File: config.mk
export PLATFORM = sky130hd
export DESIGN_NAME = aes_result_collector_flat
export DESIGN_NICKNAME = d
export VERILOG_FILES = /design/src/rtl/aes_pipe_pkg.sv /design/src/rtl/aes_result_collector_if.sv /design/src/rtl/aes_result_fifo.sv /design/src/rtl/aes_result_collector.sv /design/src/flat_wrapper.sv
export SDC_FILE = /design/constraint.sdc
export NUM_CORES = 2
export LEC_CHECK = 0
export BUFFER_PORTS_ARGS = -buffer_cell sky130_fd_sc_hd__buf_2
export CAP_MARGIN = 25
export CORE_MARGIN = 2
export CORE_UTILIZATION = 38
export CTS_CLUSTER_SIZE = 12
export DETAILED_ROUTE_END_ITERATION = 7
export SLEW_MARGIN = 30
export SYNTH_ARGS = -nofsm -noshare
export SYNTH_HDL_FRONTEND = slang
export SYNTH_SLANG_ARGS = --single-unit
export TNS_END_PERCENT = 50
File: constraint.sdc
create_clock -name clk -period 16.4 [get_ports clk]
set_input_delay 2.46 -clock clk [delete_from_list [all_inputs] [get_ports clk]]
set_output_delay 2.46 -clock clk [all_outputs]
set_load 0.1 [all_outputs]
File: src/rtl/aes_pipe_pkg.sv
// Constants shared by the aes_128 pipeline and the blocks that sit around it.
package aes_pipe_pkg;
  localparam int AES_LATENCY = 25;
  localparam int AES_BLOCK_W = 128;
endpackage

File: src/rtl/aes_result_collector_if.sv
// Request/result handshake between the issuing side, the pipeline bus and the result consumer.
interface aes_result_collector_if import aes_pipe_pkg::*; #(
  parameter int DATA_W = AES_BLOCK_W
);
  logic              in_valid;
  logic              in_ready;
  logic [DATA_W-1:0] pipe_out;
  logic              out_valid;
  logic [DATA_W-1:0] out_data;
  logic              out_ready;

  modport master (
    output in_valid, pipe_out, out_ready,
    input  in_ready, out_valid, out_data
  );

  modport slave (
    input  in_valid, pipe_out, out_ready,
    output in_ready, out_valid, out_data
  );
endinterface

File: src/rtl/aes_result_fifo.sv
// Synchronous first-word-fall-through FIFO; the head is always visible on rd_data.
module aes_result_fifo import aes_pipe_pkg::*; #(
  parameter  int DEPTH  = 32,
  parameter  int DATA_W = AES_BLOCK_W,
  localparam int AW     = $clog2(DEPTH),
  localparam int LW     = AW + 1
) (
  input  logic              clk,
  input  logic              rst,
  input  logic              wr_en,
  input  logic [DATA_W-1:0] wr_data,
  input  logic              rd_en,
  output logic              rd_valid,
  output logic [DATA_W-1:0] rd_data,
  output logic [LW-1:0]     level
);
  logic [DATA_W-1:0] mem [DEPTH];
  logic [AW-1:0]     wr_ptr;
  logic [AW-1:0]     rd_ptr;

  // NOTE: storage is deliberately not reset; rd_valid masks stale contents.
  always_ff @(posedge clk) begin
    if (wr_en) mem[wr_ptr] <= wr_data;
  end

  always_ff @(posedge clk) begin
    if (rst) begin
      wr_ptr <= '0;
      rd_ptr <= '0;
      level  <= '0;
    end else begin
      if (wr_en) wr_ptr <= wr_ptr + 1'b1;
      if (rd_en) rd_ptr <= rd_ptr + 1'b1;
      case ({wr_en, rd_en})
        2'b10:   level <= level + 1'b1;
        2'b01:   level <= level - 1'b1;
        default: level <= level;
      endcase
    end
  end

  assign rd_valid = (level != '0);
  assign rd_data  = mem[rd_ptr];

  // Credit accounting upstream guarantees these never fire.
  a_no_overflow : assert property (@(posedge clk) disable iff (rst)
    !(wr_en && !rd_en && level == LW'(DEPTH)));
  a_no_underflow : assert property (@(posedge clk) disable iff (rst)
    !(rd_en && level == '0));
endmodule

File: src/rtl/aes_result_collector.sv
// Tags results of the flow-control-free aes_128 pipeline with a latency-matched valid
// shift register and hands them to a consumer through a credit-limited FIFO.
module aes_result_collector import aes_pipe_pkg::*; #(
  parameter  int LATENCY = AES_LATENCY,
  parameter  int DEPTH   = 32,
  parameter  int DATA_W  = AES_BLOCK_W,
  localparam int LW      = $clog2(DEPTH) + 1
) (
  input  logic                   clk,
  input  logic                   rst,
  aes_result_collector_if.slave  bus,
  output logic [LW-1:0]          level,
  output logic                   drop_err,
  output logic [31:0]            pop_cnt
);
  logic [LATENCY-1:0] vld_sr;
  logic [LW-1:0]      credits;
  logic [LW-1:0]      credits_nxt;
  logic               ready;
  logic               acc;
  logic               pop;
  logic               fifo_valid;

  assign ready = (credits != '0);
  assign acc   = bus.in_valid && ready;
  assign pop   = fifo_valid && bus.out_ready;

  // NOTE: every register below uses non-blocking assignment so all stages update together.
  always_ff @(posedge clk) begin
    if (rst) vld_sr <= '0;
    else     vld_sr <= {vld_sr[LATENCY-2:0], acc};
  end

  // A credit leaves with each accepted request and returns when its result is popped.
  // NOTE: the default assignment first keeps this combinational block latch-free.
  always_comb begin
    credits_nxt = credits;
    case ({acc, pop})
      2'b10:   credits_nxt = credits - 1'b1;
      2'b01:   credits_nxt = credits + 1'b1;
      default: credits_nxt = credits;
    endcase
  end

  always_ff @(posedge clk) begin
    if (rst) begin
      credits  <= LW'(DEPTH);
      drop_err <= 1'b0;
      pop_cnt  <= '0;
    end else begin
      credits <= credits_nxt;
      if (bus.in_valid && !ready) drop_err <= 1'b1;
      if (pop)                    pop_cnt  <= pop_cnt + 1'b1;
    end
  end

  aes_result_fifo #(
    .DEPTH  (DEPTH),
    .DATA_W (DATA_W)
  ) u_fifo (
    .clk      (clk),
    .rst      (rst),
    .wr_en    (vld_sr[LATENCY-1]),
    .wr_data  (bus.pipe_out),
    .rd_en    (pop),
    .rd_valid (fifo_valid),
    .rd_data  (bus.out_data),
    .level    (level)
  );

  assign bus.in_ready  = ready;
  assign bus.out_valid = fifo_valid;
endmodule

File: src/flat_wrapper.sv
// flat-port wrapper written by rule: the top's interface ports become plain ports
module aes_result_collector_flat import aes_pipe_pkg::*;
#(
  parameter  int LATENCY = AES_LATENCY,
  parameter  int DEPTH   = 32,
  parameter  int DATA_W  = AES_BLOCK_W,
  localparam int LW      = $clog2(DEPTH) + 1
)
  (clk, rst, level, drop_err, pop_cnt, bus_in_valid, bus_pipe_out, bus_out_ready, bus_in_ready, bus_out_valid, bus_out_data);
  aes_result_collector_if #(.DATA_W(DATA_W)) bus_i ();
  input  logic clk;
  input  logic rst;
  output logic [LW-1:0] level;
  output logic drop_err;
  output logic [31:0] pop_cnt;
  input wire logic [$bits(bus_i.in_valid)-1:0] bus_in_valid;
  input wire logic [$bits(bus_i.pipe_out)-1:0] bus_pipe_out;
  input wire logic [$bits(bus_i.out_ready)-1:0] bus_out_ready;
  output wire logic [$bits(bus_i.in_ready)-1:0] bus_in_ready;
  output wire logic [$bits(bus_i.out_valid)-1:0] bus_out_valid;
  output wire logic [$bits(bus_i.out_data)-1:0] bus_out_data;
  assign bus_i.in_valid = bus_in_valid;
  assign bus_i.pipe_out = bus_pipe_out;
  assign bus_i.out_ready = bus_out_ready;
  assign bus_in_ready = bus_i.in_ready;
  assign bus_out_valid = bus_i.out_valid;
  assign bus_out_data = bus_i.out_data;
  aes_result_collector #(.LATENCY(LATENCY), .DEPTH(DEPTH), .DATA_W(DATA_W)) u_core (.clk(clk), .rst(rst), .bus(bus_i), .level(level), .drop_err(drop_err), .pop_cnt(pop_cnt));
endmodule
* Word level (Yosys, flattened, before mapping)
Memories as Yosys holds them, arrays and structs flattened. A register that Yosys moved wholly into a read port is not among the register bits.
Index checks and enable logic that the tools add are counted.
** Storage, ports and cells
- Flip-flop bits (word level) :: 80
- Latch bits :: 0
- RAM bits :: 4096
- Bits in read-only memories :: 0
- Bits of input ports :: 132
- Output and inout bits :: 169
- Logic and storage cells :: 33
- Memories kept :: 1
** Cells by class
- $add $sub $neg :: 7
- Multiply operators :: 0
- Divide/modulo/power cells :: 0
- Magnitude comparators :: 0
- Eq/ne operators :: 4
- Shifts and indexed selects :: 0
- Muxes and demuxes :: 6
- Bitwise logic cells :: 0
- Reductions and logical operators :: 8
** Memory list
- u_core.u_fifo.mem :: depth 32, width 128, read ports 1, clocked after memory_dff 1, write ports 1, line aes_result_fifo.sv:17 : logic [DATA_W-1:0] mem [DEPTH];
** Operators with widths (number)
- $add A32 B1 Y32 const B :: 1
- $pmux W6 S2 :: 2
- $add A6 B1 Y6 const B :: 2
- $reduce_bool A6 Y1 :: 2
- $sub A6 B1 Y6 const B :: 2
- $add A5 B1 Y5 const B :: 2
- $mux W5 :: 2
- $eq A2 B1 Y1 const B :: 2
- $eq A2 B2 Y1 const B :: 2
- $reduce_bool A2 Y1 :: 2
- $logic_and A1 B1 Y1 :: 3
- $mux W1 :: 2
- $logic_not A1 Y1 :: 1

* Depth between registers and ports, before layout
- Depth in word-level cells :: 4
- Gate-level depth with buffers :: 15
- Mapped depth without buffers :: 10

* By module
A second synthesis with hierarchy kept.
** Second synthesis, totals
- Cells, all modules :: 7699
- Area, all modules :: 159531.8 um2
** Modules (own cells, without submodules)
- aes_result_fifo :: times used 1, cells an instance 7414, area an instance 156846.7 um2, sequential area each 123418.4 um2
- aes_result_collector :: times used 1, cells an instance 285, area an instance 2685.1 um2, sequential area each 1281.2 um2

* Worst setup path after synthesis
No wires, ideal clock.
- Path type :: reg2reg
- From :: register u_core.vld_sr[24]
- To :: memory u_core.u_fifo.mem[3][0] (netlist name), enable pin
- Library setup time :: 0.929 ns
- Arrival time :: 12.819 ns
- Data required time :: 15.471 ns
- Setup slack :: 2.652 ns
- Stages on the path, launching flop included :: 4
- Path buffers :: 1
- Period minus slack after synthesis :: 13.748 ns
- Cell sequence :: dfxtp_1 clkbuf_1 nand2_1 nor4_1
** On the way
- Word-level cells in the longest chain between the ends :: 2
** RTL lines
- start: declaration :: line aes_result_collector.sv:16 : logic [LATENCY-1:0] vld_sr;
- start signal: assignment :: line aes_result_collector.sv:31 : else vld_sr <= {vld_sr[LATENCY-2:0], acc};
- $mux W1 :: line aes_result_fifo.sv:23 : if (wr_en) mem[wr_ptr] <= wr_data;
- $mux W1 (implied by the code) :: line aes_result_fifo.sv:23
- end: declaration :: line aes_result_fifo.sv:17
No other way between the ends.

==> metrics.md <==
| Metric | Value |
|---|---|
| Status | `finished clean` |
| Multi-input gate area | `32,200 sq um` |
| Net count after synthesis | `7,842` |
| Clock sinks | `4,181` |
| Max Buffers Root-to-Sink | `4` |
| Post-Syn Instances | `7,695` |
| Mapped cell area | `159,000 sq um` |
| Fill cells | `35,600` |
| Part of the Yosys area used for sequential elements | `78.6%` |
| Clock skew | `0.0643 ns` |
| Max-cap viol count | `0` |
| Post-synth EDFFs | `4,096` |
| Register area | `125,000 sq um` |
| Count leader, synth | `edfxtp_1` |
| Unrepaired setup endpoints after global routing | `no` |
| CP top delay family | `buffers and inverters` |
| Area delta synth->final | `13.5%` |
| Post-synthesis register bit count | `4,181` |
| Antenna Violating Nets Remaining | `0` |
| Tmin final | `9.05 ns` |
| Drt initial violations | `9,945` |
| Power per standard cell area | `125 nW/um^2` |
| Die width | `650 um` |
| Slew Limit Headroom | `25.9%` |
| Max frequency | `111 MHz` |
| Crit-path max cell delay | `0.94 ns` |
| Initial Util | `38.1%` |
| # DRC | `0` |
| Port Buffers | `300` |
| Vias in the first global route | `81,200` |
| # IOs | `301` |
| GR Util All Layers | `20.4%` |
| DR WL/cell | `31.7 um` |
| Global placer's final weighted congestion | `0.746` |
| Vias/cell | `5.76` |
| # resized after CTS | `0` |
| Nets | `8,293` |
| Via count | `80,300` |
| Int Pwr | `0.0172 W` |
| Seq pwr share | `52.4%` |
| # hold bufs at CTS | `0` |
| Yosys warning total | `0` |
| Layout cells sized above 1 | `18.6%` |
| First-pass DRT Iterations | `6` |
| Actual slew at the worst max-slew pin | `1.11 ns` |
| Full die area | `423,000 sq um` |
| Root Buffer | `clkbuf_16` |
| Worst VDD drop | `96.2 uV` |
| Initial antenna violation count | `85` |
| Startpoint types | `register` |
| Cell variety after synth | `56` |
| Clk Latency, worst-skew pair | `1.01 ns` |
| Slew Limit Fails | `0` |
| Arr. time, crit path | `6.59 ns` |
| H-tree depth | `5` |
| Slowest CP cell | `dfxtp_4` |
| Worst-path clk slew | `0.06 ns` |
| Routed WL | `442,000 um` |
| Clk pwr share | `40.1%` |
| Cts bufs inserted | `428` |
| TritonCTS clock tree | `yes` |
| Tcrit/Tclk final | `55.2%` |
| Part of the power in combinational logic | `7.6%` |
| Final Hold Fails | `0` |
| Top cells by area, synth | `edfxtp_1 (78%), mux4_2 (7.3%), mux2i_1 (6.5%)` |
| Cell mode on critical path | `buf_4` |
| Total negative slack | `0 ns` |
| Static Leak | `53.3 nW` |
| Top post-synthesis cells by count | `edfxtp_1 (4,096), mux2i_1 (1,029), a22oi_1 (769), mux4_2 (512), nand3_1 (269)` |
| Total setup buffers inserted after CTS | `0` |
| Setup violations, final | `0` |
| Share of the synthesized area in the top cell type | `77.5%` |
| Global route total overflow | `0` |
| Worst endpoint required time | `13.94 ns` |
| Switch Pwr | `0.00523 W` |
| Average cell area after synthesis | `20.6 sq um` |
| Hold WC Path Type | `reg -> reg` |
| Worst-path cell chain | `buf_4 -> and2_4 -> buf_4 -> buf_4 -> a22oi_1 -> nand3_1 -> nand4_1 -> buf_2` |
| Ys async rst share | `0%` |
| Core area | `416,000 sq um` |
| Synth area leader | `edfxtp_1` |
| HPWL Detailed | `212,000 um` |
| Crit Path Category | `reg -> out` |
| CP Capture Type | `output port` |
| Row count | `237` |
| Net Sw Frac | `23.3%` |
| Die Y | `650 um` |
| Crit path buffers/inverters | `4` |
| Crit Path Max Fanout | `56` |
| Largest net degree at the start of global routing | `148` |
| Synth Flop Type | `edfxtp_1` |
| First-pass GRT wire length | `618,000 um` |
| Fin util | `43.3%` |
## worst paths after layout
path	start	end	slack [ns]	cells after the start
worst min-delay path	u_core.vld_sr[21]$_SDFF_PP0_	u_core.vld_sr[22]$_SDFF_PP0_	0.43	1
worst min register to register	u_core.vld_sr[21]$_SDFF_PP0_	u_core.vld_sr[22]$_SDFF_PP0_	0.43	1
worst max-delay path	register	bus_out_data[52]	7.35	8
worst max register to register	u_core.u_fifo.wr_ptr[4]$_SDFFE_PP0P_	u_core.u_fifo.mem[20][112]$_DFFE_PP_	12.03	5
## area by class of cell
class | count | area share (%)
Sequential cell | 4181 | 69.2
Multi-Input combinational cell | 3040 | 17.9
Clock buffer | 549 | 6.22
Tap cell | 5497 | 3.82
Timing Repair Buffer | 480 | 2.03
Clock inverter | 171 | 0.808
Inverter | 15 | 0.0312
Antenna cell | 18 | 0.0250
## kinds of logic (layout without fill, tap and decap cells)
| kind of cell | Yosys count | after routing | synth area share, % |
|---|---|---|---|
| flip-flops | 4181 | 4181 | 78.6 |
| multiplexers | 1558 | 1558 | 13.9 |
| AO/OA/AOI/OAI | 826 | 826 | 3.89 |
| AND/OR/NAND/NOR | 623 | 623 | 2.10 |
| buffers and inverters | 474 | 1215 | 1.32 |
| XOR/XNOR | 18 | 18 | 0.0993 |
| adder cells (fa/ha/maj) | 15 | 15 | 0.123 |
| other | 0 | 18 | 0 |
## power by group through the flow
stage,Clock [W],Sequential [W],Combinational (W)
floorplan,0,0.0120,0.00120
global placement,0,0.0120,0.00168
detailed placement,0,0.0120,0.00171
CTS,0.00915,0.0118,0.00172
global route,0.00955,0.0118,0.00180
finish,0.00900,0.0118,0.00170
## flip-flops by register name (all words and copies together) (netlist names), named ones only
| register | flops |
|---|---|
| u_core.vld_sr | 25 |
| u_core.u_fifo.level | 6 |
| u_core.drop_err | 1 |
| u_core.pop_cnt | 32 |
| u_core.credits | 6 |
| u_core.u_fifo.wr_ptr | 5 |
| u_core.u_fifo.rd_ptr | 5 |
| u_core.u_fifo.mem | 4096 |
## stage by stage
stage | power [W] | setup slack [ns] | cell area, sq um | hold slack (ns) | std cells
after floorplan | 0.0132 | 2.65 | 159000 | 0.414 | 7695
after global placement | 0.0137 | 7.97 | 167000 | 0.417 | 13200
after detailed placement | 0.0137 | 8.21 | 167000 | 0.422 | 13200
after CTS | 0.0226 | 7.13 | 180000 | 0.430 | 13900
after global routing | 0.0231 | 6.92 | 180000 | 0.444 | 13900
final | 0.0225 | 7.35 | 180000 | 0.426 | 14000
## layout by cell type (no fill, tap or decap), types with 15 or more instances in the layout
master / netlist / routed
edfxtp_1: 4096 / 4096
mux2i_1: 1029 / 1029
a22oi_1: 769 / 769
mux4_2: 512 / 512
clkbuf_16: 0 / 430
buf_2: 186 / 300
nand3_1: 269 / 269
nand4_1: 139 / 139
clkbuf_1: 208 / 119
buf_4: 16 / 108
clkinv_1: 0 / 87
dfxtp_1: 85 / 83
nor2_1: 67 / 44
nor2b_1: 47 / 44
clkinv_2: 0 / 41
buf_12: 0 / 34
nand2_1: 25 / 25
nor2_4: 0 / 23
buf_6: 4 / 22
diode_2: 0 / 18
inv_1: 15 / 15
nor4_1: 16 / 15
## per-layer routing
metal,GRT usage (%),up-vias,share of wire [%]
met3,4.13,650,7.9
met2,33.3,3200,48
met4,4.24,38,2.0
li1,-,33100,-
met5,0,-,0.052
met1,28.3,43300,42
No activity file was read; power rests on OpenSTA's default activity.
